[src/rtl/spi_cpu_bridge_if.sv]
// CPU register bus plus SPI core handshake, grouped for the bridge.
interface spi_cpu_bridge_if;
  logic        cpu_wr;
  logic        cpu_rd;
  logic [1:0]  cpu_addr;
  logic [7:0]  cpu_wdata;
  logic [7:0]  cpu_rdata;
  logic        irq;
  logic [7:0]  core_cfg;
  logic        core_start;
  logic [15:0] core_tx;
  logic        core_done;
  logic [15:0] core_rx;

  modport slave (
    input  cpu_wr, cpu_rd, cpu_addr, cpu_wdata, core_done, core_rx,
    output cpu_rdata, irq, core_cfg, core_start, core_tx
  );

  modport master (
    output cpu_wr, cpu_rd, cpu_addr, cpu_wdata, core_done, core_rx,
    input  cpu_rdata, irq, core_cfg, core_start, core_tx
  );
endinterface

[src/rtl/spi_cpu_bridge.sv]
// CPU front end for the SPI core: register decode, TX/RX byte FIFOs,
// 8/16-bit frame assembly and the start/done handshake.
module spi_cpu_bridge #(
  parameter int DEPTH = 4,
  parameter int AW    = 2
) (
  input  logic              clk,
  input  logic              rst,
  spi_cpu_bridge_if.slave   bus
);
  typedef enum logic [2:0] {S_IDLE, S_FETCH, S_START, S_WAIT, S_STORE} state_t;

  localparam logic [AW:0] FULL_CNT = (AW+1)'(DEPTH);

  state_t      state, state_nx;
  logic        phase;
  logic        len;
  logic [AW:0] need;

  logic [7:0]  core_cfg_r, cpu_rdata_r;
  logic [15:0] core_tx_r, rx_buf;
  logic        cfg_valid, tx_ovf, rx_ovf, irq_r;

  logic [7:0]  tx_mem [DEPTH];
  logic [7:0]  rx_mem [DEPTH];
  logic [AW-1:0] tx_wp, tx_rp, rx_wp, rx_rp;
  logic [AW:0] tx_count, rx_count;
  logic        tx_full, tx_empty, rx_full, rx_empty;
  logic        tx_push_req, tx_push, tx_pop;
  logic        rx_push_req, rx_push, rx_pop;
  logic        core_start;
  logic [7:0]  rx_byte, status;

  assign len  = core_cfg_r[6];
  assign need = len ? (AW+1)'(2) : (AW+1)'(1);

  assign tx_full  = (tx_count == FULL_CNT);
  assign tx_empty = (tx_count == '0);
  assign rx_full  = (rx_count == FULL_CNT);
  assign rx_empty = (rx_count == '0);

  // A same-cycle pop frees a slot, so a push into a full FIFO still lands.
  assign tx_push_req = bus.cpu_wr && bus.cpu_addr == 2'd1;
  assign tx_push     = tx_push_req && (!tx_full || tx_pop);
  assign rx_pop      = bus.cpu_rd && bus.cpu_addr == 2'd2 && !rx_empty;
  assign rx_push     = rx_push_req && (!rx_full || rx_pop);

  assign rx_byte = (len && !phase) ? rx_buf[15:8] : rx_buf[7:0];
  assign status  = {cfg_valid, state != S_IDLE, rx_ovf, tx_ovf,
                    rx_full, rx_empty, tx_full, tx_empty};

  always_comb begin
    state_nx    = state;
    tx_pop      = 1'b0;
    rx_push_req = 1'b0;
    core_start  = 1'b0;
    case (state)
      S_IDLE:  if (cfg_valid && tx_count >= need) state_nx = S_FETCH;
      S_FETCH: begin
        tx_pop = 1'b1;
        if (phase == len) state_nx = S_START;
      end
      S_START: begin
        core_start = 1'b1;
        state_nx   = S_WAIT;
      end
      S_WAIT:  if (bus.core_done) state_nx = S_STORE;
      S_STORE: begin
        rx_push_req = 1'b1;
        if (phase == len) state_nx = S_IDLE;
      end
      default: state_nx = S_IDLE;
    endcase
  end

  always_ff @(posedge clk) begin
    if (!rst) begin
      state <= S_IDLE;
      phase <= 1'b0;
    end else begin
      state <= state_nx;
      if (state_nx != state)                      phase <= 1'b0;
      else if (state == S_FETCH || state == S_STORE) phase <= ~phase;
    end
  end

  always_ff @(posedge clk) begin
    if (!rst) begin
      core_tx_r <= '0;
      rx_buf    <= '0;
    end else begin
      if (state == S_FETCH) begin
        if (!phase) core_tx_r <= len ? {tx_mem[tx_rp], 8'h00} : {8'h00, tx_mem[tx_rp]};
        else        core_tx_r[7:0] <= tx_mem[tx_rp];
      end
      if (state == S_WAIT && bus.core_done) rx_buf <= bus.core_rx;
    end
  end

  always_ff @(posedge clk) begin
    if (tx_push) tx_mem[tx_wp] <= bus.cpu_wdata;
    if (rx_push) rx_mem[rx_wp] <= rx_byte;
  end

  always_ff @(posedge clk) begin
    if (!rst) begin
      tx_wp <= '0; tx_rp <= '0; tx_count <= '0;
      rx_wp <= '0; rx_rp <= '0; rx_count <= '0;
    end else begin
      if (tx_push) tx_wp <= tx_wp + 1'b1;
      if (tx_pop)  tx_rp <= tx_rp + 1'b1;
      if (rx_push) rx_wp <= rx_wp + 1'b1;
      if (rx_pop)  rx_rp <= rx_rp + 1'b1;
      tx_count <= tx_count + (AW+1)'(tx_push) - (AW+1)'(tx_pop);
      rx_count <= rx_count + (AW+1)'(rx_push) - (AW+1)'(rx_pop);
    end
  end

  always_ff @(posedge clk) begin
    if (!rst) begin
      core_cfg_r  <= '0;
      cfg_valid   <= 1'b0;
      tx_ovf      <= 1'b0;
      rx_ovf      <= 1'b0;
      cpu_rdata_r <= '0;
      irq_r       <= 1'b0;
    end else begin
      if (bus.cpu_wr && bus.cpu_addr == 2'd0 && state == S_IDLE) begin
        core_cfg_r <= bus.cpu_wdata;
        cfg_valid  <= 1'b1;
      end
      if (bus.cpu_wr && bus.cpu_addr == 2'd3) begin
        if (bus.cpu_wdata[4]) tx_ovf <= 1'b0;
        if (bus.cpu_wdata[5]) rx_ovf <= 1'b0;
      end
      // Overflow events win over a clear landing in the same cycle.
      if (tx_push_req && !tx_push) tx_ovf <= 1'b1;
      if (rx_push_req && !rx_push) rx_ovf <= 1'b1;
      if (bus.cpu_rd) begin
        case (bus.cpu_addr)
          2'd0:    cpu_rdata_r <= core_cfg_r;
          2'd1:    cpu_rdata_r <= 8'h00;
          2'd2:    cpu_rdata_r <= rx_empty ? 8'h00 : rx_mem[rx_rp];
          default: cpu_rdata_r <= status;
        endcase
      end
      irq_r <= core_cfg_r[0] & (~rx_empty | tx_ovf | rx_ovf);
    end
  end

  assign bus.cpu_rdata  = cpu_rdata_r;
  assign bus.irq        = irq_r;
  assign bus.core_cfg   = core_cfg_r;
  assign bus.core_start = core_start;
  assign bus.core_tx    = core_tx_r;
endmodule
[src/flat_wrapper.sv]
// flat-port wrapper written by rule: the top's interface ports become plain ports
module spi_cpu_bridge_flat 
#(
  parameter int DEPTH = 4,
  parameter int AW    = 2
)
  (clk, rst, bus_cpu_wr, bus_cpu_rd, bus_cpu_addr, bus_cpu_wdata, bus_core_done, bus_core_rx, bus_cpu_rdata, bus_irq, bus_core_cfg, bus_core_start, bus_core_tx);
  spi_cpu_bridge_if bus_i ();
  input  logic clk;
  input  logic rst;
  input wire logic [$bits(bus_i.cpu_wr)-1:0] bus_cpu_wr;
  input wire logic [$bits(bus_i.cpu_rd)-1:0] bus_cpu_rd;
  input wire logic [$bits(bus_i.cpu_addr)-1:0] bus_cpu_addr;
  input wire logic [$bits(bus_i.cpu_wdata)-1:0] bus_cpu_wdata;
  input wire logic [$bits(bus_i.core_done)-1:0] bus_core_done;
  input wire logic [$bits(bus_i.core_rx)-1:0] bus_core_rx;
  output wire logic [$bits(bus_i.cpu_rdata)-1:0] bus_cpu_rdata;
  output wire logic [$bits(bus_i.irq)-1:0] bus_irq;
  output wire logic [$bits(bus_i.core_cfg)-1:0] bus_core_cfg;
  output wire logic [$bits(bus_i.core_start)-1:0] bus_core_start;
  output wire logic [$bits(bus_i.core_tx)-1:0] bus_core_tx;
  assign bus_i.cpu_wr = bus_cpu_wr;
  assign bus_i.cpu_rd = bus_cpu_rd;
  assign bus_i.cpu_addr = bus_cpu_addr;
  assign bus_i.cpu_wdata = bus_cpu_wdata;
  assign bus_i.core_done = bus_core_done;
  assign bus_i.core_rx = bus_core_rx;
  assign bus_cpu_rdata = bus_i.cpu_rdata;
  assign bus_irq = bus_i.irq;
  assign bus_core_cfg = bus_i.core_cfg;
  assign bus_core_start = bus_i.core_start;
  assign bus_core_tx = bus_i.core_tx;
  spi_cpu_bridge #(.DEPTH(DEPTH), .AW(AW)) u_core (.clk(clk), .rst(rst), .bus(bus_i));
endmodule
[config.mk]
export PLATFORM = sky130hd
export DESIGN_NAME = spi_cpu_bridge_flat
export DESIGN_NICKNAME = d
export VERILOG_FILES = /design/src/rtl/spi_cpu_bridge_if.sv /design/src/rtl/spi_cpu_bridge.sv /design/src/flat_wrapper.sv
export SDC_FILE = /design/constraint.sdc
export NUM_CORES = 1
export LEC_CHECK = 0
export CORE_UTILIZATION = 48
export CTS_BUF_LIST = sky130_fd_sc_hd__clkbuf_8
export CTS_CLUSTER_SIZE = 16
export DETAILED_ROUTE_END_ITERATION = 10
export GPL_ROUTABILITY_DRIVEN = 0
export PLACE_DENSITY = 0.72
export SLEW_MARGIN = 20
export SYNTH_ARGS = -nofsm -noshare
export SYNTH_HDL_FRONTEND = slang
export SYNTH_SLANG_ARGS = --single-unit
[constraint.sdc]
create_clock -name clk -period 2.2 [get_ports clk]
set_input_delay 0.44 -clock clk [delete_from_list [all_inputs] [get_ports clk]]
set_output_delay 0.44 -clock clk [all_outputs]
set_load 0.05 [all_outputs]
# [Yosys cells after proc, flatten, opt, wreduce, memory -nomap -nowiden]
# Memories as Yosys holds them, arrays and structs flattened. A register that Yosys moved wholly into a read port is not among the register bits.
# Index checks and enable logic that the tools add are counted.
[classes] n_addsub=8 magnitude_cmp=1 n_eq_ne=11 n_mux=28 bitwise_logic=6 n_reduce_logical=35
[ops] op="2-to-1 mux 8 bit" n=3
[ops] op="one-hot mux 8 bit (3 select lines)" n=1
[ops] op="2-to-1 mux 16 bit" n=1
[ops] op="one-hot mux 3 bit (5 select lines)" n=1
[ops] op="logical AND 1 bit" n=13
[ops] op="2-to-1 mux 1 bit" n=13
[ops] op="2-to-1 mux 3 bit" n=4
[ops] op="2-to-1 mux 2 bit" n=5
[ops] op="== test 3 bit (second input constant)" n=3
[ops] op="zero test 3 bit" n=3
[ops] op="adder 2 x 1 -> 2 bit (second input constant)" n=4
[ops] op="nonzero test 2 bit" n=4
[ops] op="adder 3 x 1 -> 3 bit" n=2
[ops] op="== test 3 x 2 -> 1 bit (second input constant)" n=2
[ops] op="zero test 1 bit" n=6
[ops] op="AND reduction 2 bit" n=3
[ops] op="subtractor 3 x 1 -> 3 bit" n=2
[ops] op="== test 2 bit (second input constant)" n=2
[ops] op="== test 3 x 1 -> 1 bit (second input constant)" n=1
[ops] op=">= comparator 3 bit" n=1
[ops] op="logical OR 1 bit" n=3
[ops] op="!= test 3 bit" n=1
[ops] op="inverter 1 bit" n=3
[ops] op="nonzero test 3 bit" n=1
[ops] op="other kinds (6)" n=7
[word_totals] ff_bits=70 ram_bits=64 in_bits=31 out_inout_bits=34 word_cells=108 n_memories=2
[mem_list] name="u_core.rx_mem" depth=4 word_bits=8 rd=1 rd_clocked_by_memory_dff=1 write_ports=1 line_no="spi_cpu_bridge.sv:25" text="logic [7:0] rx_mem [DEPTH];"
[mem_list] name="u_core.tx_mem" depth=4 word_bits=8 rd=1 rd_clocked_by_memory_dff=1 write_ports=1 line_no="spi_cpu_bridge.sv:24" text="logic [7:0] tx_mem [DEPTH];"

# [Depth between registers and ports, before layout]
[depth] depth_word=9 depth_mapped=12 mapped_depth_nobuf=10

# [Least setup slack after synthesis]
# OpenSTA, ideal clock, no wires.
[synth_path] path_kind="flip-flop to flip-flop" startpoint="reg u_core.rx_count[1]" endpoint="reg u_core.rx_count[2]" setup_ns=0.115 arrival_ns=2.226 t_required_ns=2.085 slack_ns=-0.141 path_stages_with_launch=11 n_path_buf=0 synth_period_minus_slack_ns=2.341 cell_sequence="dfxtp_1 > or3_1 > and3_1 > ha_1 > inv_1 > ha_1 > inv_1 > fa_1 > xnor2_1 > xnor2_1 > and2_1"
[synth_via] elab_chain_len=7 elab_cells_between_ends=9 cone_classes="add/sub (2); eq/ne (1); reduce/logical (6)"
[synth_rtl] item="start, declared" line_no="spi_cpu_bridge.sv:27" text="logic [AW:0] tx_count, rx_count;"
[synth_rtl] item="start signal, assigned" line_no="spi_cpu_bridge.sv:115" text="rx_count <= rx_count + (AW+1)'(rx_push) - (AW+1)'(rx_pop);"
[synth_rtl] item="zero test 3 bit (*)" line_no="spi_cpu_bridge.sv:40" text="assign rx_empty = (rx_count == '0);"
[synth_rtl] item="zero test 1 bit (*)" line_no="spi_cpu_bridge.sv:45" text="assign rx_pop = bus.cpu_rd && bus.cpu_addr == 2'd2 && !rx_empty;"
[synth_rtl] item="logical AND 1 bit (*)" line_no="spi_cpu_bridge.sv:45"
[synth_rtl] item="named net u_core.rx_pop" line_no="spi_cpu_bridge.sv:30" text="logic rx_push_req, rx_push, rx_pop;"
[synth_rtl] item="logical OR 1 bit" line_no="spi_cpu_bridge.sv:46" text="assign rx_push = rx_push_req && (!rx_full || rx_pop);"
[synth_rtl] item="logical AND 1 bit" line_no="spi_cpu_bridge.sv:46"
[synth_rtl] item="adder 3 x 1 -> 3 bit" line_no="spi_cpu_bridge.sv:115"
[synth_rtl] item="subtractor 3 x 1 -> 3 bit (*)" line_no="spi_cpu_bridge.sv:115"
# Mark *: on every way through the listed nets, which the timed path passes. The rest lies on a longest branch.
# A chain may end at the register's enable or synchronous reset.

# [Final worst setup path]
[layout_path] startpoint="reg u_core.rx_count[2]" endpoint="reg u_core.rx_count[2]"
# The elaborated chain is that of the path after synthesis.

==> impl_metrics.tcl <==
set metrics [dict create \
    maxCapViolCount 0 \
    grt_pass1_vias 3705 \
    grt_max_degree 34 \
    path_class "register to register" \
    synth_top_family_by_area "simple AND/OR/NAND/NOR gates" \
    whs_endpoint "u_core.rx_buf[12]" \
    ys_types 48 \
    cts_num_sinks 138 \
    synth_common_cells "74 x dfxtp_1, 64 x edfxtp_1, 46 x nand2_1" \
    slowest_stage "or3_4" \
    post-route-util_pct 63.8 \
    synth_nets 479 \
    regToRegEndpoint "u_core.rx_count[2]" \
    hold_path_depth 2 \
    ys_seq_area_share_pct 60.5 \
    rr_startpoint "u_core.rx_count[2]" \
    crit_arrival_ps 2530 \
    clkTransAtPathRegs_ps 70 \
    rsz0062_at_grt "yes" \
    io_pins 65 \
    min_from "u_core.rx_buf[12]" \
    start_kind "register" \
    maxClockFrequency_mhz 454 \
    nFillCells 881 \
    worst_pin_slew_ps 557 \
    status "finished, violations left" \
    finalWorstSetupSlack_ps -4.66 \
    die_y_microns 110 \
    ys.flop_type "dfxtp_1" \
    finalSetupViolCount 1 \
    layout-drive-gt1-share_pct 22.7 \
    clk_path_buf_depth 2 \
    htreeDepth 4 \
    worstPathRequired_ps 2530 \
    totalWireLength_microns 11500 \
    syn_to_final_growth_pct 29.4 \
    die_w_microns 110 \
    num-nets-final 582 \
    yosysTopAreaCell "edfxtp_1" \
    hold_viol_final 0 \
    crit_path_max_fanout 2 \
    synth_warnings 0 \
    p_leak_nw 2.68 \
    synth_fa_ha_area_share_pct 4.23 \
    peakVddDrop_mv 0.531 \
    drt_iter0_markers 122 \
    fp.dieArea_sq_um 12200 \
    insertion_delay_ps 440 \
    cts_buffers 17 \
    relSlewSlack_pct 62.7 \
    synth_edf_count 64 \
    antenna_found_initial 0 \
    r2r_cells 10 \
    drc 0 \
    row_count 39 \
    async_flop_share_pct 0 \
    via_count 3671 \
    path_cells "or3_4 > and3_4 > ha_4 > inv_2 > ha_4 > inv_2 > fa_2 > xnor2_2 > xnor2_1 > and2_1" \
    hpwl_microns 8460 \
    ys_top_cells_by_area "edfxtp_1 34%, dfxtp_1 26%, mux4_2 6.4%" \
    fin_crit_sh_pct 100 \
    numPortBuffers 64 \
    coreArea_sq_um 11400 \
    hold_buffers 0 \
    synth-simple-area-share_pct 10.6 \
    slew_viol_final 0 \
    failed_checks "negative setup slack" \
    overflow 0 \
    power_density_nw_per_um2 797 \
    antenna_cells 0 \
    synth_top_area_share_pct 34.2 \
    cp-end-kind "register" \
    ys_ff_latch 138 \
    cts-root-buf "clkbuf_8" \
    wl_per_cell_microns 16.7 \
    viasPerCell 5.32 \
    dp_slack_ps -437 \
    synth_compound_area_share_pct 10.5 \
    avgSynthCellArea_sq_um 13.1 \
    finalCriticalPeriod_ps 2200 \
    synthCells 431 \
    synth_xor_area_share_pct 1.40 \
    start_util_pct 49.3 \
    fin_skew_ps 11.8 \
    synth_most_common_cell "dfxtp_1" \
    synthesis.area_sq_um 5630 \
    cts_tree "done" \
    firstDrtPassIters 4 \
    synth.area.mux_share_pct 9.61 \
    slowest_delay_ps 390 \
    ff2ff_setup_slack_ps -5 \
    ant_nets 0 \
    grt_usage_pct 21.0 \
    hold_path.class "register to register" \
    grt_pass1_wl_microns 18600 \
]
==> where the power goes <==
part / internal, mW / switching, mW
sequential: 2.74 / 0.0659
combinational: 0.288 / 0.321
clock: 1.45 / 0.946
==> cell usage in the layout (no fill, tap or decap), types with 3 or more instances in the layout <==
cell type	n
a221oi_1	5
bufinv_16	6
clkdlybuf4s50_1	61
buf_4	40
nor2_1	5
nand2_1	46
ha_4	4
dfxtp_1	71
clkbuf_8	17
nor2b_1	12
a31oi_1	4
a22o_1	16
a21oi_1	10
inv_1	16
clkinv_4	3
edfxtp_1	64
o21ai_0	14
xnor2_1	7
mux2i_1	9
and2_1	21
mux4_2	16
buf_12	5
nor3_1	4
nand3_1	8
a21boi_0	18
nand3b_1	3
inv_2	4
ha_1	11
mux2_2	8
==> area by class of cell <==
type / count / area (sq um) / area share [%]
Inverter: 18 / 72.6 / 0.996
Sequential cell: 138 / 3410 / 46.8
Clock buffer: 17 / 234 / 3.21
Timing Repair Buffer: 107 / 1020 / 14.1
Clock inverter: 15 / 234 / 3.21
Multi-Input combinational cell: 252 / 2130 / 29.3
Tap cell: 143 / 179 / 2.46
==> metrics by stage <==
step / hold slack, ps / power (mW) / TNS (ps) / area (sq um) / std cells
2_1_floorplan: 440 / 3.23 / -82.5 / 5690 / 431
3_3_place_gp: 447 / 3.44 / -2790 / 6760 / 657
3_5_place_dp: 454 / 3.46 / -3810 / 6760 / 657
4_1_cts: 464 / 5.85 / -27.3 / 7270 / 690
5_1_grt: 480 / 6.03 / -77.1 / 7280 / 690
6_report: 462 / 5.81 / -4.66 / 7280 / 690
==> sequential cells by signal, summed over array words and instances, names as in the netlist, 2 cells and up, named ones only <==
register	cells
u_core.rx_mem	32
u_core.tx_wp	2
u_core.state	3
u_core.tx_count	3
u_core.rx_buf	16
u_core.rx_wp	2
u_core.rx_count	3
u_core.bus.core_cfg	8
u_core.bus.cpu_rdata	8
u_core.tx_rp	2
u_core.tx_mem	32
u_core.rx_rp	2
u_core.bus.core_tx	16
==> metal layers <==
metal	global-route usage, %	part of all wire, %	vias up
met4	8.83	1.8	0
met3	5.76	5.2	21
met1	25.0	41	1768
met2	35.9	52	106
met5	0	0	-
li1	-	-	1776
==> how the worst max path moves through the flow <==
stage                  startpoint            endpoint  slack (ps)  cells past startpoint
3_5_place_dp      bus_cpu_addr[1]  u_core.rx_count[2]        -440                     11
5_1_grt        u_core.rx_count[2]  u_core.rx_count[2]         -80                     10
2_1_floorplan     u_core.state[2]  u_core.tx_count[2]         -50                     10
6_report       u_core.rx_count[2]  u_core.rx_count[2]          -5                     10
3_3_place_gp      bus_cpu_addr[1]  u_core.rx_count[2]        -360                     11
4_1_cts        u_core.rx_count[2]  u_core.rx_count[2]         -30                     10
==> logic make-up after synthesis <==
group | after synthesis
compound gates | 79
xor+xnor | 9
simple gates | 113
mux | 33
buf+inv | 41
flops | 138
fa+ha+maj | 18
==> repair_timing <==
action,4_1_cts,5_1_grt
setup buffers,1,0
endpoints found under the setup margin,2,3
pin swaps,4,3
gates resized for setup,9,4
hold endpoints to repair,0,0
==> critical path, delay by kind of cell (launching register included) <==
kind                       cells  cell delay, ps
DFF                            1             320
and+or+nand+nor                3             740
buffers and inverters          2              90
xor gates and xnor gates       2             260
adders and majority gates      3             690
No activity file was read; power rests on OpenSTA's default activity.
